File: config.mk
export PLATFORM = sky130hd
export DESIGN_NAME = shadow_dcache_arbiter
export DESIGN_NICKNAME = d
export VERILOG_FILES = /design/src/rtl/shadow_dcache_arbiter_pkg.sv /design/src/rtl/shadow_dcache_arbiter_fifo.sv /design/src/rtl/shadow_dcache_arbiter.sv
export SDC_FILE = /design/constraint.sdc
export NUM_CORES = 1
export LEC_CHECK = 0
export ABC_AREA = 1
export BUFFER_PORTS_ARGS = -buffer_cell sky130_fd_sc_hd__clkbuf_2
export CAP_MARGIN = 25
export CORE_AREA = 5 5 175 177
export CTS_CLUSTER_SIZE = 14
export DETAILED_ROUTE_END_ITERATION = 10
export DIE_AREA = 0 0 180 182
export PLACE_DENSITY = 0.44
export SETUP_SLACK_MARGIN = 0.15
export SLEW_MARGIN = 20
export SYNTH_ARGS = -nofsm -noshare
export SYNTH_HDL_FRONTEND = slang
export SYNTH_SLANG_ARGS = --single-unit
File: constraint.sdc
create_clock -name clk_i -period 2.3 [get_ports clk_i]
set_input_delay 0.345 -clock clk_i [delete_from_list [all_inputs] [get_ports clk_i]]
set_output_delay 0.345 -clock clk_i [all_outputs]
set_load 0.03 [all_outputs]
File: src/rtl/shadow_dcache_arbiter_pkg.sv
// Shared types for the shadow dcache arbiter: source/state encodings and the
// default cache request/response structs used when no core types are supplied.
package shadow_dcache_arbiter_pkg;

    localparam int unsigned XLEN     = 32;
    localparam int unsigned IDX_W    = 12;
    localparam int unsigned TAG_W    = 20;
    localparam int unsigned ID_W     = 2;
    localparam int unsigned USER_W   = 1;

    typedef enum logic [1:0] {
        SRC_SAVE = 2'd0,
        SRC_LOAD = 2'd1,
        SRC_LSU  = 2'd2
    } arb_src_e;

    typedef enum logic [1:0] {
        IDLE     = 2'd0,
        REQ      = 2'd1,
        TAG_WAIT = 2'd2
    } arb_state_e;

    typedef struct packed {
        logic [IDX_W-1:0]  address_index;
        logic [TAG_W-1:0]  address_tag;
        logic [XLEN-1:0]   data_wdata;
        logic [USER_W-1:0] data_wuser;
        logic              data_req;
        logic              data_we;
        logic [XLEN/8-1:0] data_be;
        logic [1:0]        data_size;
        logic [ID_W-1:0]   data_id;
        logic              kill_req;
        logic              tag_valid;
    } dcache_req_t;

    typedef struct packed {
        logic              data_gnt;
        logic              data_rvalid;
        logic [ID_W-1:0]   data_rid;
        logic [XLEN-1:0]   data_rdata;
        logic [USER_W-1:0] data_ruser;
    } dcache_rsp_t;

endpackage

File: src/rtl/shadow_dcache_arbiter_fifo.sv
// In-order FIFO of requester IDs for granted reads awaiting rvalid.
module shadow_src_fifo
    import shadow_dcache_arbiter_pkg::*;
#(
    parameter int unsigned DEPTH = 2,
    localparam int unsigned CW   = $clog2(DEPTH + 1),
    localparam int unsigned PW   = (DEPTH > 1) ? $clog2(DEPTH) : 1
) (
    input  logic          i_clk,
    input  logic          i_rst,
    input  logic          i_push,
    input  logic          i_pop,
    input  logic [1:0]    i_data,
    output logic [1:0]    o_data,
    output logic          o_full,
    output logic          o_empty,
    output logic [CW-1:0] o_count
);

    logic [1:0]    r_mem [DEPTH];
    logic [PW-1:0] r_wr;
    logic [PW-1:0] r_rd;
    logic [CW-1:0] r_count;
    logic          w_do_push;
    logic          w_do_pop;

    assign o_full    = (r_count == CW'(DEPTH));
    assign o_empty   = (r_count == '0);
    assign o_count   = r_count;
    assign o_data    = r_mem[r_rd];
    assign w_do_pop  = i_pop && !o_empty;
    assign w_do_push = i_push && (!o_full || w_do_pop);

    always_ff @(posedge i_clk) begin
        if (w_do_push) begin
            r_mem[r_wr] <= i_data;
        end
    end

    always_ff @(posedge i_clk) begin
        if (i_rst) begin
            r_wr    <= '0;
            r_rd    <= '0;
            r_count <= '0;
        end else begin
            if (w_do_push) begin
                r_wr <= (r_wr == PW'(DEPTH - 1)) ? '0 : r_wr + 1'b1;
            end
            if (w_do_pop) begin
                r_rd <= (r_rd == PW'(DEPTH - 1)) ? '0 : r_rd + 1'b1;
            end
            case ({w_do_push, w_do_pop})
                2'b10:   r_count <= r_count + 1'b1;
                2'b01:   r_count <= r_count - 1'b1;
                default: r_count <= r_count;
            endcase
        end
    end

endmodule

File: src/rtl/shadow_dcache_arbiter.sv
// Merges shadow save, shadow reload and LSU requests onto one dcache port and
// steers read responses back to their requester in grant order.
module shadow_dcache_arbiter
    import shadow_dcache_arbiter_pkg::*;
#(
    parameter type         dcache_req_i_t = dcache_req_t,
    parameter type         dcache_req_o_t = dcache_rsp_t,
    parameter int unsigned NR_OUTSTANDING = 2,
    parameter int unsigned MAX_SHRU_BURST = 4
) (
    input  logic          clk_i,
    input  logic          rst_i,
    input  dcache_req_i_t save_req_i,
    output dcache_req_o_t save_rsp_o,
    input  dcache_req_i_t load_req_i,
    output dcache_req_o_t load_rsp_o,
    input  dcache_req_i_t lsu_req_i,
    output dcache_req_o_t lsu_rsp_o,
    output dcache_req_i_t dcache_req_o,
    input  dcache_req_o_t dcache_rsp_i,
    output logic          busy_o
);

    localparam int unsigned BW = $clog2(MAX_SHRU_BURST + 1);
    localparam int unsigned CW = $clog2(NR_OUTSTANDING + 1);

    arb_state_e    r_state;
    arb_state_e    w_state_nxt;
    arb_src_e      r_owner;
    arb_src_e      w_owner_nxt;
    logic [BW-1:0] r_burst;

    logic          w_fifo_full;
    logic          w_fifo_empty;
    logic [CW-1:0] w_fifo_count;
    logic [1:0]    w_fifo_head_raw;
    arb_src_e      w_fifo_head;

    logic          w_save_ok;
    logic          w_load_ok;
    logic          w_lsu_ok;
    arb_src_e      w_win;
    logic          w_win_any;
    arb_src_e      w_sel;
    dcache_req_i_t w_sel_req;
    logic          w_sel_ok;
    dcache_req_i_t w_dreq;
    logic          w_gnt;
    logic          w_push;
    logic          w_pop;
    logic          w_to_tag;

    // Reads are held back once every outstanding slot is in use; writes never are.
    assign w_save_ok = save_req_i.data_req && (save_req_i.data_we || !w_fifo_full);
    assign w_load_ok = load_req_i.data_req && (load_req_i.data_we || !w_fifo_full);
    assign w_lsu_ok  = lsu_req_i.data_req  && (lsu_req_i.data_we  || !w_fifo_full);

    always_comb begin
        w_win     = SRC_SAVE;
        w_win_any = 1'b0;
        if ((r_burst == BW'(MAX_SHRU_BURST)) && lsu_req_i.data_req) begin
            w_win     = SRC_LSU;
            w_win_any = 1'b1;
        end else if (w_save_ok) begin
            w_win     = SRC_SAVE;
            w_win_any = 1'b1;
        end else if (w_load_ok) begin
            w_win     = SRC_LOAD;
            w_win_any = 1'b1;
        end else if (w_lsu_ok) begin
            w_win     = SRC_LSU;
            w_win_any = 1'b1;
        end
    end

    always_comb begin
        w_sel = SRC_SAVE;
        case (r_state)
            IDLE:     w_sel = w_win;
            REQ:      w_sel = r_owner;
            TAG_WAIT: w_sel = SRC_LSU;
            default:  w_sel = SRC_SAVE;
        endcase
    end

    always_comb begin
        w_sel_req = '0;
        w_sel_ok  = 1'b0;
        case (w_sel)
            SRC_SAVE: begin w_sel_req = save_req_i; w_sel_ok = w_save_ok; end
            SRC_LOAD: begin w_sel_req = load_req_i; w_sel_ok = w_load_ok; end
            SRC_LSU:  begin w_sel_req = lsu_req_i;  w_sel_ok = w_lsu_ok;  end
            default:  begin w_sel_req = '0;         w_sel_ok = 1'b0;      end
        endcase
    end

    // TAG_WAIT forwards the LSU's late tag fields with data_req held low.
    always_comb begin
        w_dreq = '0;
        case (r_state)
            IDLE: begin
                if (w_win_any) begin
                    w_dreq          = w_sel_req;
                    w_dreq.data_req = w_sel_ok;
                end
            end
            REQ: begin
                w_dreq          = w_sel_req;
                w_dreq.data_req = w_sel_ok;
            end
            TAG_WAIT: begin
                w_dreq          = lsu_req_i;
                w_dreq.data_req = 1'b0;
            end
            default: w_dreq = '0;
        endcase
    end

    assign dcache_req_o = w_dreq;
    assign w_gnt        = dcache_rsp_i.data_gnt && w_dreq.data_req;
    assign w_push       = w_gnt && !w_dreq.data_we;
    assign w_pop        = dcache_rsp_i.data_rvalid && !w_fifo_empty;
    assign w_to_tag     = (w_sel == SRC_LSU) && !w_dreq.data_we && !lsu_req_i.tag_valid;
    assign w_fifo_head  = arb_src_e'(w_fifo_head_raw);
    assign busy_o       = (r_state != IDLE) || (w_fifo_count != '0);

    always_ff @(posedge clk_i) begin
        if (rst_i) begin
            r_state <= IDLE;
            r_owner <= SRC_SAVE;
        end else begin
            r_state <= w_state_nxt;
            r_owner <= w_owner_nxt;
        end
    end

    always_comb begin
        w_state_nxt = r_state;
        w_owner_nxt = r_owner;
        case (r_state)
            IDLE: begin
                if (w_win_any) begin
                    if (w_gnt) begin
                        w_state_nxt = w_to_tag ? TAG_WAIT : IDLE;
                    end else begin
                        w_state_nxt = REQ;
                        w_owner_nxt = w_win;
                    end
                end
            end
            REQ: begin
                if (!w_sel_req.data_req) begin
                    w_state_nxt = IDLE;
                end else if (w_gnt) begin
                    w_state_nxt = w_to_tag ? TAG_WAIT : IDLE;
                end
            end
            TAG_WAIT: begin
                if (lsu_req_i.tag_valid || lsu_req_i.kill_req) begin
                    w_state_nxt = IDLE;
                end
            end
            default: w_state_nxt = IDLE;
        endcase
    end

    always_comb begin
        save_rsp_o = '0;
        load_rsp_o = '0;
        lsu_rsp_o  = '0;
        case (w_sel)
            SRC_SAVE: save_rsp_o.data_gnt = w_gnt;
            SRC_LOAD: load_rsp_o.data_gnt = w_gnt;
            SRC_LSU:  lsu_rsp_o.data_gnt  = w_gnt;
            default:  ;
        endcase
        if (w_pop) begin
            case (w_fifo_head)
                SRC_SAVE: begin
                    save_rsp_o.data_rvalid = 1'b1;
                    save_rsp_o.data_rdata  = dcache_rsp_i.data_rdata;
                    save_rsp_o.data_rid    = dcache_rsp_i.data_rid;
                    save_rsp_o.data_ruser  = dcache_rsp_i.data_ruser;
                end
                SRC_LOAD: begin
                    load_rsp_o.data_rvalid = 1'b1;
                    load_rsp_o.data_rdata  = dcache_rsp_i.data_rdata;
                    load_rsp_o.data_rid    = dcache_rsp_i.data_rid;
                    load_rsp_o.data_ruser  = dcache_rsp_i.data_ruser;
                end
                SRC_LSU: begin
                    lsu_rsp_o.data_rvalid = 1'b1;
                    lsu_rsp_o.data_rdata  = dcache_rsp_i.data_rdata;
                    lsu_rsp_o.data_rid    = dcache_rsp_i.data_rid;
                    lsu_rsp_o.data_ruser  = dcache_rsp_i.data_ruser;
                end
                default: ;
            endcase
        end
    end

    // Counts shadow grants taken while the LSU waits; any LSU grant or idle LSU resets it.
    always_ff @(posedge clk_i) begin
        if (rst_i) begin
            r_burst <= '0;
        end else if (!lsu_req_i.data_req || (w_gnt && (w_sel == SRC_LSU))) begin
            r_burst <= '0;
        end else if (w_gnt && (r_burst != BW'(MAX_SHRU_BURST))) begin
            r_burst <= r_burst + 1'b1;
        end
    end

    always_ff @(posedge clk_i) begin
        if (!rst_i) begin
            assert (!(dcache_rsp_i.data_rvalid && w_fifo_empty))
                else $warning("shadow_dcache_arbiter: rvalid with empty source FIFO dropped");
        end
    end

    shadow_src_fifo #(
        .DEPTH (NR_OUTSTANDING)
    ) u_src_fifo (
        .i_clk   (clk_i),
        .i_rst   (rst_i),
        .i_push  (w_push),
        .i_pop   (w_pop),
        .i_data  (w_sel),
        .o_data  (w_fifo_head_raw),
        .o_full  (w_fifo_full),
        .o_empty (w_fifo_empty),
        .o_count (w_fifo_count)
    );

endmodule

==> metrics, run 1 <==
status finished with violations; violated checks setup timing; routed wire length 27,800 µm; gpl congestion approximately 0.9; Mean Syn Cell Area slightly below 5 µm²; average vias per placed instance around 4.2; Syn-to-layout area delta 141%; initial DRC count between 200 and 250; proportion of layout cells with a drive suffix above 1 0.600; worst skew pair latency ~0.25 ns; clk root buf clkbuf_16; CTS buffer count 3; die area ~33,000 µm²; Worst-path clk slew about 0.06 ns; Design Area, Final approximately 10,000 µm²; Peak VDD IR slightly below 1 mV; register area share after synthesis 0.0856; Cell Rows between 60 and 70; reg-to-reg slack, setup -0.32 ns; Clock H-tree levels 1; Yosys Warn Count 0; Critical Path Start Type flip-flop; Slew headroom 0.685; NumNets Final between 1,500 and 2,000; dpl hpwl slightly above 20,000 µm; max_cap viols 0; # hold bufs at CTS 0; power density over the cells approximately 2000 nW/µm²; Die Y 182 µm; Reg2Reg Depth 22; Worst Min Path Start rst_i; number of port buffers ~460; FILL cells ~3,100; CP max stage cell dfxtp_2; number of remaining DRC errors 0; Switching Fraction 0.532; Comb power frac 0.960; GRT Total Usage 0.153; Pleak 5.45 nW; GR Overflow Total 0; Final WS setup -0.403 ns; Pint roughly 0.0096 W; CP Cell Sequence inv_2, ha_4, nand2_4, inv_4, nand2_4, buf_12, nand3_4, nand2_8, nor2_4, buf_6, buf_16, buf_8, nand2_2, nand3_2, a22oi_2, nor2_2, clkbuf_8; delay-heaviest family, CP buffers and inverters; Slew @ Worst Pin approximately 0.47 ns; Fmax achieved roughly 370 MHz; endpoints failing setup 90; largest net degree at the start of global routing 80; Buf+Inv Stages, Crit Path 7; Final Slew Violations 0; critical path class flip-flop to output port; Critical Path AT approximately 2.4 ns; Initial Util 0.145; Syn Inst Count 871; clock power share 0.017; DR pass1 iterations 4; Reg2Reg Launch Point r_burst[0]$_SDFFE_PP0P_; synthesized net count 1,144; initial antenna violation count 3; Final Hold Vio Count 0; Worst Setup SP r_burst[0]$_SDFFE_PP0P_; vias in the first global route around 7,600; DP Area 8290 µm²; worst-case hold path end point r_state[0]$_SDFFE_PP0P_; critical path's most frequent cell nand2_4; DRT antenna net count 0; worst-case clock buffer depth 2; fin util 0.349; Crit path required time roughly 2 ns; CTS tree built; RR Endpoint u_src_fifo.o_count[1]$_SDFFE_PP0P_; Worst Hold Slack about 0.27 ns; Synth cell types 34; dpl ws -0.250 ns; NetSw ~0.011 W; Mapped Area between 4000 and 5000 µm²; Hold/Removal Path Class input pin to flip-flop; via count 7,615; global-route wire length before repair ~41,000 µm; Top-Level Pins 459; sequential power share 0.023; core region area about 29,000 µm²; clk sinks 16; Synth Register Bits 16; CP max FO 5; Final Cycle Share 1.18; crit end category output port; chip width approximately 180 µm; Total Power about 0.020 W; clk_skew about 0.0056 ns; Tmin final about 2.7 ns; WL/cell between 15 and 20 µm; max incr delay on CP about 0.32 ns; RSZ-0062 raised after global routing yes; Hold Path Depth 2
## flip-flops by register name, indices dropped and copies added (netlist names), named ones only
signal and count:
u_src_fifo.r_mem 4, u_src_fifo.r_wr 1, r_state 2, r_burst 3, r_owner 2, u_src_fifo.r_rd 1, u_src_fifo.o_count 2
## synthesized netlist by cell type, drive strengths merged
cell,count,area share
o21ai,10,0.013
a21oi,69,0.089
nor3,2,0.0024
edfxtp,4,0.029
clkbuf,27,0.024
inv,69,0.063
ha,3,0.0089
nand2,379,0.34
nand4,4,0.0074
xor2,1,0.0021
o21bai,1,0.0018
buf,32,0.057
dfxtp,12,0.057
nand3b,2,0.0054
a22oi,20,0.036
clkinv,1,0.00089
nor2,143,0.14
nand3,92,0.12
## layout make-up
type	instances	area, µm²	share of cell area
Antenna cell	3	7.51	0.000740
Clock buffer	3	75.1	0.00740
Clock inverter	1	3.75	0.000370
Inverter	70	285	0.0281
Multi-Input combinational cell	726	4500	0.443
Sequential cell	16	369	0.0364
Tap cell	390	488	0.0481
Timing Repair Buffer	588	4420	0.436
## power by group through the flow
stage	Combinational, W	Sequential, W	Clock (W)
6_report	0.0196	0.000466	0.000351
5_1_grt	0.0208	0.000479	0.000373
4_1_cts	0.0179	0.000462	0.000364
3_5_place_dp	0.0145	0.000462	0
3_3_place_gp	0.0146	0.000461	0
2_1_floorplan	0.0102	0.000441	0
## what timing repair did
item | 4_1_cts | 5_1_grt
buffers inserted | 22 | 8
gates resized for setup | 217 | 192
endpoints found under the setup margin | 90 | 202
pin swaps | 20 | 34
endpoints found under the hold margin | 0 | 0
cloned | 6 | 2
## metal layers
metal | GRT usage | routed length, µm | up-vias
li1 | - | - | 3806
met3 | 0.0355 | 2080 | 30
met1 | 0.179 | 10900 | 3451
met5 | 0 | 0 | -
met4 | 0.0268 | 465 | 0
met2 | 0.288 | 14300 | 328
## kinds of logic (layout without fill, tap and decap cells)
kind of cell,Yosys count,after routing,share of synthesized area
AND/OR/NAND/NOR,622,622,0.619
buffers and inverters,129,662,0.145
AO/OA/AOI/OAI,100,100,0.139
flip-flops,16,16,0.0856
adder cells (fa/ha/maj),3,3,0.00892
XOR/XNOR,1,1,0.00208
other,0,3,0
## worst max-delay path by stage
| stage | endpoint | cells after the start |
|---|---|---|
| after floorplan | dcache_req_o[17] | 16 |
| after CTS | dcache_req_o[51] | 18 |
| final | dcache_req_o[73] | 17 |
| after detailed placement | dcache_req_o[31] | 16 |
| after global placement | dcache_req_o[31] | 16 |
| after global routing | dcache_req_o[26] | 17 |
## through the flow
stage,instances,TNS (ns)
3_3_place_gp,1752,-13.76
4_1_cts,1784,-32.20
6_report,1797,-28.62
3_5_place_dp,1752,-15.20
5_1_grt,1797,-41.40
2_1_floorplan,871,0
## cell usage in the layout (no fill, tap or decap), types with 22 or more instances in the layout
| cell | count |
|---|---|
| a21oi_4 | 55 |
| buf_4 | 76 |
| buf_6 | 44 |
| buf_8 | 44 |
| clkbuf_2 | 378 |
| inv_1 | 55 |
| nand2_1 | 292 |
| nand2_2 | 69 |
| nand3_1 | 53 |
| nand3_2 | 34 |
| nor2_1 | 113 |
| nor2_2 | 22 |
Note: power is estimated with default switching activity, not from simulation.
==> run 2, diff against run 1 <==
CORE_AREA = 2 2 177 179   (was 5 5 175 177)
DIE_AREA = 0 0 179 181   (was 0 0 180 182)
PLACE_DENSITY = 0.42   (was 0.44)
==> metrics, run 2 (synthesis gave the netlist of run 1 again) <==
Slew @ Worst Pin 0.643 ns; endpoints failing setup around 90; Switching Fraction 0.521; Initial Util 0.139; dpl hpwl ~21,000 µm; routed wire length roughly 30,000 µm; Reg with most FFs u_src_fifo.r_mem; Pleak just under 6 nW; die area ~32,000 µm²; initial antenna violation count 1; Worst Setup SP r_burst[0]$_SDFFE_PP0P_; via count between 7,000 and 8,000; CTS tree built; Tmin final 2.72 ns; clock power share 0.016; Worst Hold Slack 0.291 ns; Hold/Removal Path Class input pin to flip-flop; # hold bufs at CTS 0; violated checks setup timing; Die Y 181 µm; GR Overflow Total 0; initial DRC count 310; Reg2Reg Launch Point r_burst[0]$_SDFFE_PP0P_; max_cap viols 0; chip width between 150 and 200 µm; RSZ-0062 raised after global routing yes; largest net degree at the start of global routing 47; Final WS setup -0.415 ns; vias in the first global route roughly 7,600; number of port buffers roughly 460; number of remaining DRC errors 0; average vias per placed instance ~4.3; Cell Rows 64; sequential power share 0.020; global-route wire length before repair 42,500 µm; status finished with violations; Crit path required time 1.96 ns; Slew headroom 0.571; CP max FO 5; Fmax achieved ~370 MHz; Final Cycle Share 1.18; NumNets Final about 1,700; proportion of layout cells with a drive suffix above 1 0.650; clk sinks 16; clk_skew approximately 0.0017 ns; GRT Total Usage 0.168; DP Area roughly 8200 µm²; CTS buffer count 3; clk root buf clkbuf_16; Clock H-tree levels 1; Top-Level Pins roughly 460; Critical Path Start Type flip-flop; crit end category output port; most frequent cells in the layout 376 x clkbuf_2, 262 x nand2_1, 114 x nor2_1, 78 x nand2_2, 69 x buf_4; Pint 0.0108 W; power density over the cells between 2000 and 2500 nW/µm²; worst-case clock buffer depth 2; critical path class flip-flop to output port; Worst Min Path Start rst_i; Total Power between 0.02 and 0.025 W; Syn-to-layout area delta 159%; core region area 30,300 µm²; Critical Path AT ~2.4 ns; Final Slew Violations 0; Comb power frac 0.964; max reg flops 4; Final Hold Vio Count 0; worst skew pair latency 0.25 ns; DRT antenna net count 0; Design Area, Final 10,900 µm²; DR pass1 iterations 5; largest registers u_src_fifo.r_mem (4), r_burst (3); setup_tns -28.64 ns; FILL cells roughly 3,300; NetSw 0.0117 W; commonest non-fill, non-tap cell in the layout clkbuf_2; Worst-path clk slew roughly 0.06 ns; gpl congestion 0.911; Peak VDD IR about 1.1 mV; WL/cell 16.8 µm
run 2: repair_timing:
item                       CTS  global route
gates cloned                13             5
pin swaps                   18            59
buffers inserted            25            10
hold endpoints to repair     0             0
resized for setup          277           209
setup endpoints to repair   91           202
run 2: metal layers:
metal / wire length [µm] / GRT usage
met4: 741 / 0.0403
met5: 0 / 0
met3: 2070 / 0.0242
met2: 15700 / 0.320
met1: 11700 / 0.194
run 2: cell type report:
cell class                 instances  area [µm²]  share of cell area
antenna                            1        2.50            0.000229
clock inverter                     1        3.75            0.000344
timing repair buffer             591        4810               0.441
tap                              396         495              0.0454
clock buffer                       3        75.1             0.00688
multi-input combinational        726        4860               0.446
inverter                          70         293              0.0268
sequential                        16         368              0.0337
run 2: path summary, 6_finish.rpt:
path,endpoint,slack [ns],cells after the start
worst min-delay path,r_owner[0]$_SDFFE_PP0P_,0.29,2
worst min register to register,u_src_fifo.r_rd$_SDFFE_PP0P_,0.46,1
worst max-delay path,dcache_req_o[49],-0.42,18
worst max register to register,u_src_fifo.o_count[1]$_SDFFE_PP0P_,-0.26,22
run 2: critical path: stages, from the launching register on:
cell and delay, ns:
dfxtp_2 0.32, inv_2 0.07, ha_4 0.13, nand2_4 0.05
inv_4 0.06, nand2_4 0.07, nand2_4 0.08, nor2_4 0.05
nor2_8 0.16, inv_4 0.05, nor2_4 0.15, buf_12 0.17
buf_12 0.12, clkbuf_16 0.15, nand2_4 0.04, nand3_2 0.05
a22oi_2 0.06, nor2_2 0.15, clkbuf_8 0.17
run 2: through the flow:
stage	util	instances	setup slack (ns)
5_1_grt	0.359	1804	-0.538
3_3_place_gp	0.272	1746	-0.255
4_1_cts	0.330	1788	-0.430
2_1_floorplan	-	871	0.0462
6_report	0.359	1804	-0.415
3_5_place_dp	0.272	1746	-0.254
run 2: power groups by stage:
stage | clock [W] | combinational, W | sequential, W
CTS | 0.000366 | 0.0197 | 0.000462
floorplan | 0 | 0.0102 | 0.000441
detailed placement | 0 | 0.0145 | 0.000462
finish | 0.000360 | 0.0217 | 0.000462
global placement | 0 | 0.0145 | 0.000461
global route | 0.000380 | 0.0230 | 0.000475
==> run 3, diff against run 2 <==
SKIP_CTS_REPAIR_TIMING = 1   (was unset)
==> metrics, run 3 (synthesis gave the netlist of run 1 again) <==
status finished with violations; Reg2Reg Launch Point r_burst[0]$_SDFFE_PP0P_; Slew headroom 0.623; CP Cell Sequence inv_2, ha_4, nand2_2, inv_2, nand2_4, nand2_4, buf_4, nor2_4, a21oi_4, o21ai_2, inv_2, buf_4, buf_12, a22oi_1, nor2_2, clkbuf_4; largest registers u_src_fifo.r_mem (4), r_burst (3); Clock H-tree levels 1; worst skew pair latency 0.25 ns; Slew @ Worst Pin about 0.56 ns; Top-Level Pins 459; clock power share 0.019; Worst-path clk slew 0.06 ns; CTS tree built; Peak VDD IR around 1.1 mV; power density over the cells 1980 nW/µm²; CP max FO 27; Switching Fraction 0.565; Tmin final approximately 2.7 ns; dpl ws -0.254 ns; commonest non-fill, non-tap cell in the layout clkbuf_2; proportion of layout cells with a drive suffix above 1 0.548; vias in the first global route slightly below 7,000; max_cap viols 0; clk sinks 16; chip width approximately 180 µm; die area 32,400 µm²; GR Overflow Total 0; Comb power frac 0.956; DP Area between 8000 and 9000 µm²; sequential power share 0.024; Critical Path AT roughly 2.4 ns; crit end category output port; largest net degree at the start of global routing 54; Syn-to-layout area delta 123%; max reg flops 4; max incr delay on CP approximately 0.33 ns; multi-input combinational cell area about 4200 µm²; gpl congestion ~0.91; critical path's most frequent cell inv_2; routed wire length roughly 28,000 µm; delay-heaviest family, CP buffers and inverters; number of port buffers 458; Design Area, Final about 9400 µm²; FILL cells roughly 3,400; RSZ-0062 raised after global routing yes; Fmax achieved ~370 MHz; flip-flop and latch area 368 µm²; Worst Min Path Start rst_i; Initial Util 0.139; Final Hold Vio Count 0; core region area about 30,000 µm²; RR Endpoint u_src_fifo.o_count[1]$_SDFFE_PP0P_; Pint around 0.0081 W; clk_skew between 0.003 and 0.004 ns; DR pass1 iterations 5; Critical Path Start Type flip-flop; worst-case clock buffer depth 2; average vias per placed instance ~4.2; Buf+Inv Stages, Crit Path 7; endpoints failing setup 84; diode count 0; Final Slew Violations 0; NumNets Final approximately 1,700; worst-case hold path end point r_owner[0]$_SDFFE_PP0P_; initial antenna violation count 0; NetSw 0.0105 W; critical path class flip-flop to output port; DRT antenna net count 0; CTS buffer count 3; Hold/Removal Path Class input pin to flip-flop; WL/cell around 16 µm; Final WS setup -0.415 ns; global-route wire length before repair 37,800 µm; dpl hpwl ~21,000 µm; setup_tns -27.04 ns; initial DRC count between 300 and 400; most frequent cells in the layout 381 x clkbuf_2, 332 x nand2_1, 115 x nor2_1, 79 x buf_4, 63 x nand3_1; Die Y about 180 µm; Reg2Reg Depth 21; Pleak about 5.1 nW; Cell Rows 64; Hold Path Depth 2; reg-to-reg slack, setup -0.14 ns; Crit path required time between 1.5 and 2 ns; GRT Total Usage 0.147; via count 7,543; CP max stage cell dfxtp_2; Final Cycle Share 1.18; violated checks setup timing; number of remaining DRC errors 0; clk root buf clkbuf_16; Reg with most FFs u_src_fifo.r_mem
## run 3: cell count changes in the layout (fill, tap and decap cells not counted), sizes merged
| cell | previous run | this run |
|---|---|---|
| diode | 1 | 0 |
| buf | 180 | 164 |
| clkbuf | 414 | 404 |
## run 3: final cells by class
cell class,count,share of cell area
Multi-Input combinational cell,726,0.450
Clock inverter,1,0.000399
Tap cell,396,0.0527
Timing Repair Buffer,565,0.419
Clock buffer,3,0.00799
Inverter,70,0.0304
Sequential cell,16,0.0391
## run 3: per-stage QoR
stage / power, W / instances / hold WS [ns] / utilization
after floorplan: 0.0106 / 871 / 0.414 / -
after detailed placement: 0.0149 / 1746 / 0.445 / 0.272
after global routing: 0.0198 / 1777 / 0.305 / 0.310
final: 0.0187 / 1777 / 0.276 / 0.310
after global placement: 0.0149 / 1746 / 0.437 / 0.272
after CTS: 0.0153 / 1750 / 0.282 / 0.274
## run 3: per-layer routing
layer  GRT usage  wire length [µm]
met4      0.0247               525
met3      0.0223              1930
met2       0.285             14600
met5           0                 0
met1       0.167             11400
## run 3: how the worst max path moves through the flow
stage                       startpoint  cells after the start  slack (ns)                to
2_1_floorplan  r_burst[0]$_SDFFE_PP0P_                     16        0.05  dcache_req_o[17]
3_3_place_gp            save_req_i[10]                     13       -0.26  dcache_req_o[19]
3_5_place_dp            load_req_i[10]                     13       -0.25  dcache_req_o[25]
4_1_cts        r_burst[0]$_SDFFE_PP0P_                     16       -0.50  dcache_req_o[25]
5_1_grt        r_burst[0]$_SDFFE_PP0P_                     17       -0.51  dcache_req_o[73]
6_report       r_burst[0]$_SDFFE_PP0P_                     16       -0.41  dcache_req_o[40]
## run 3: power by group through the flow
stage / logic (W) / clock network, W / registers, W
2_1_floorplan: 0.0102 / 0 / 0.000441
6_report: 0.0178 / 0.000363 / 0.000456
3_3_place_gp: 0.0145 / 0 / 0.000461
3_5_place_dp: 0.0145 / 0 / 0.000462
4_1_cts: 0.0145 / 0.000366 / 0.000456
5_1_grt: 0.0190 / 0.000380 / 0.000468
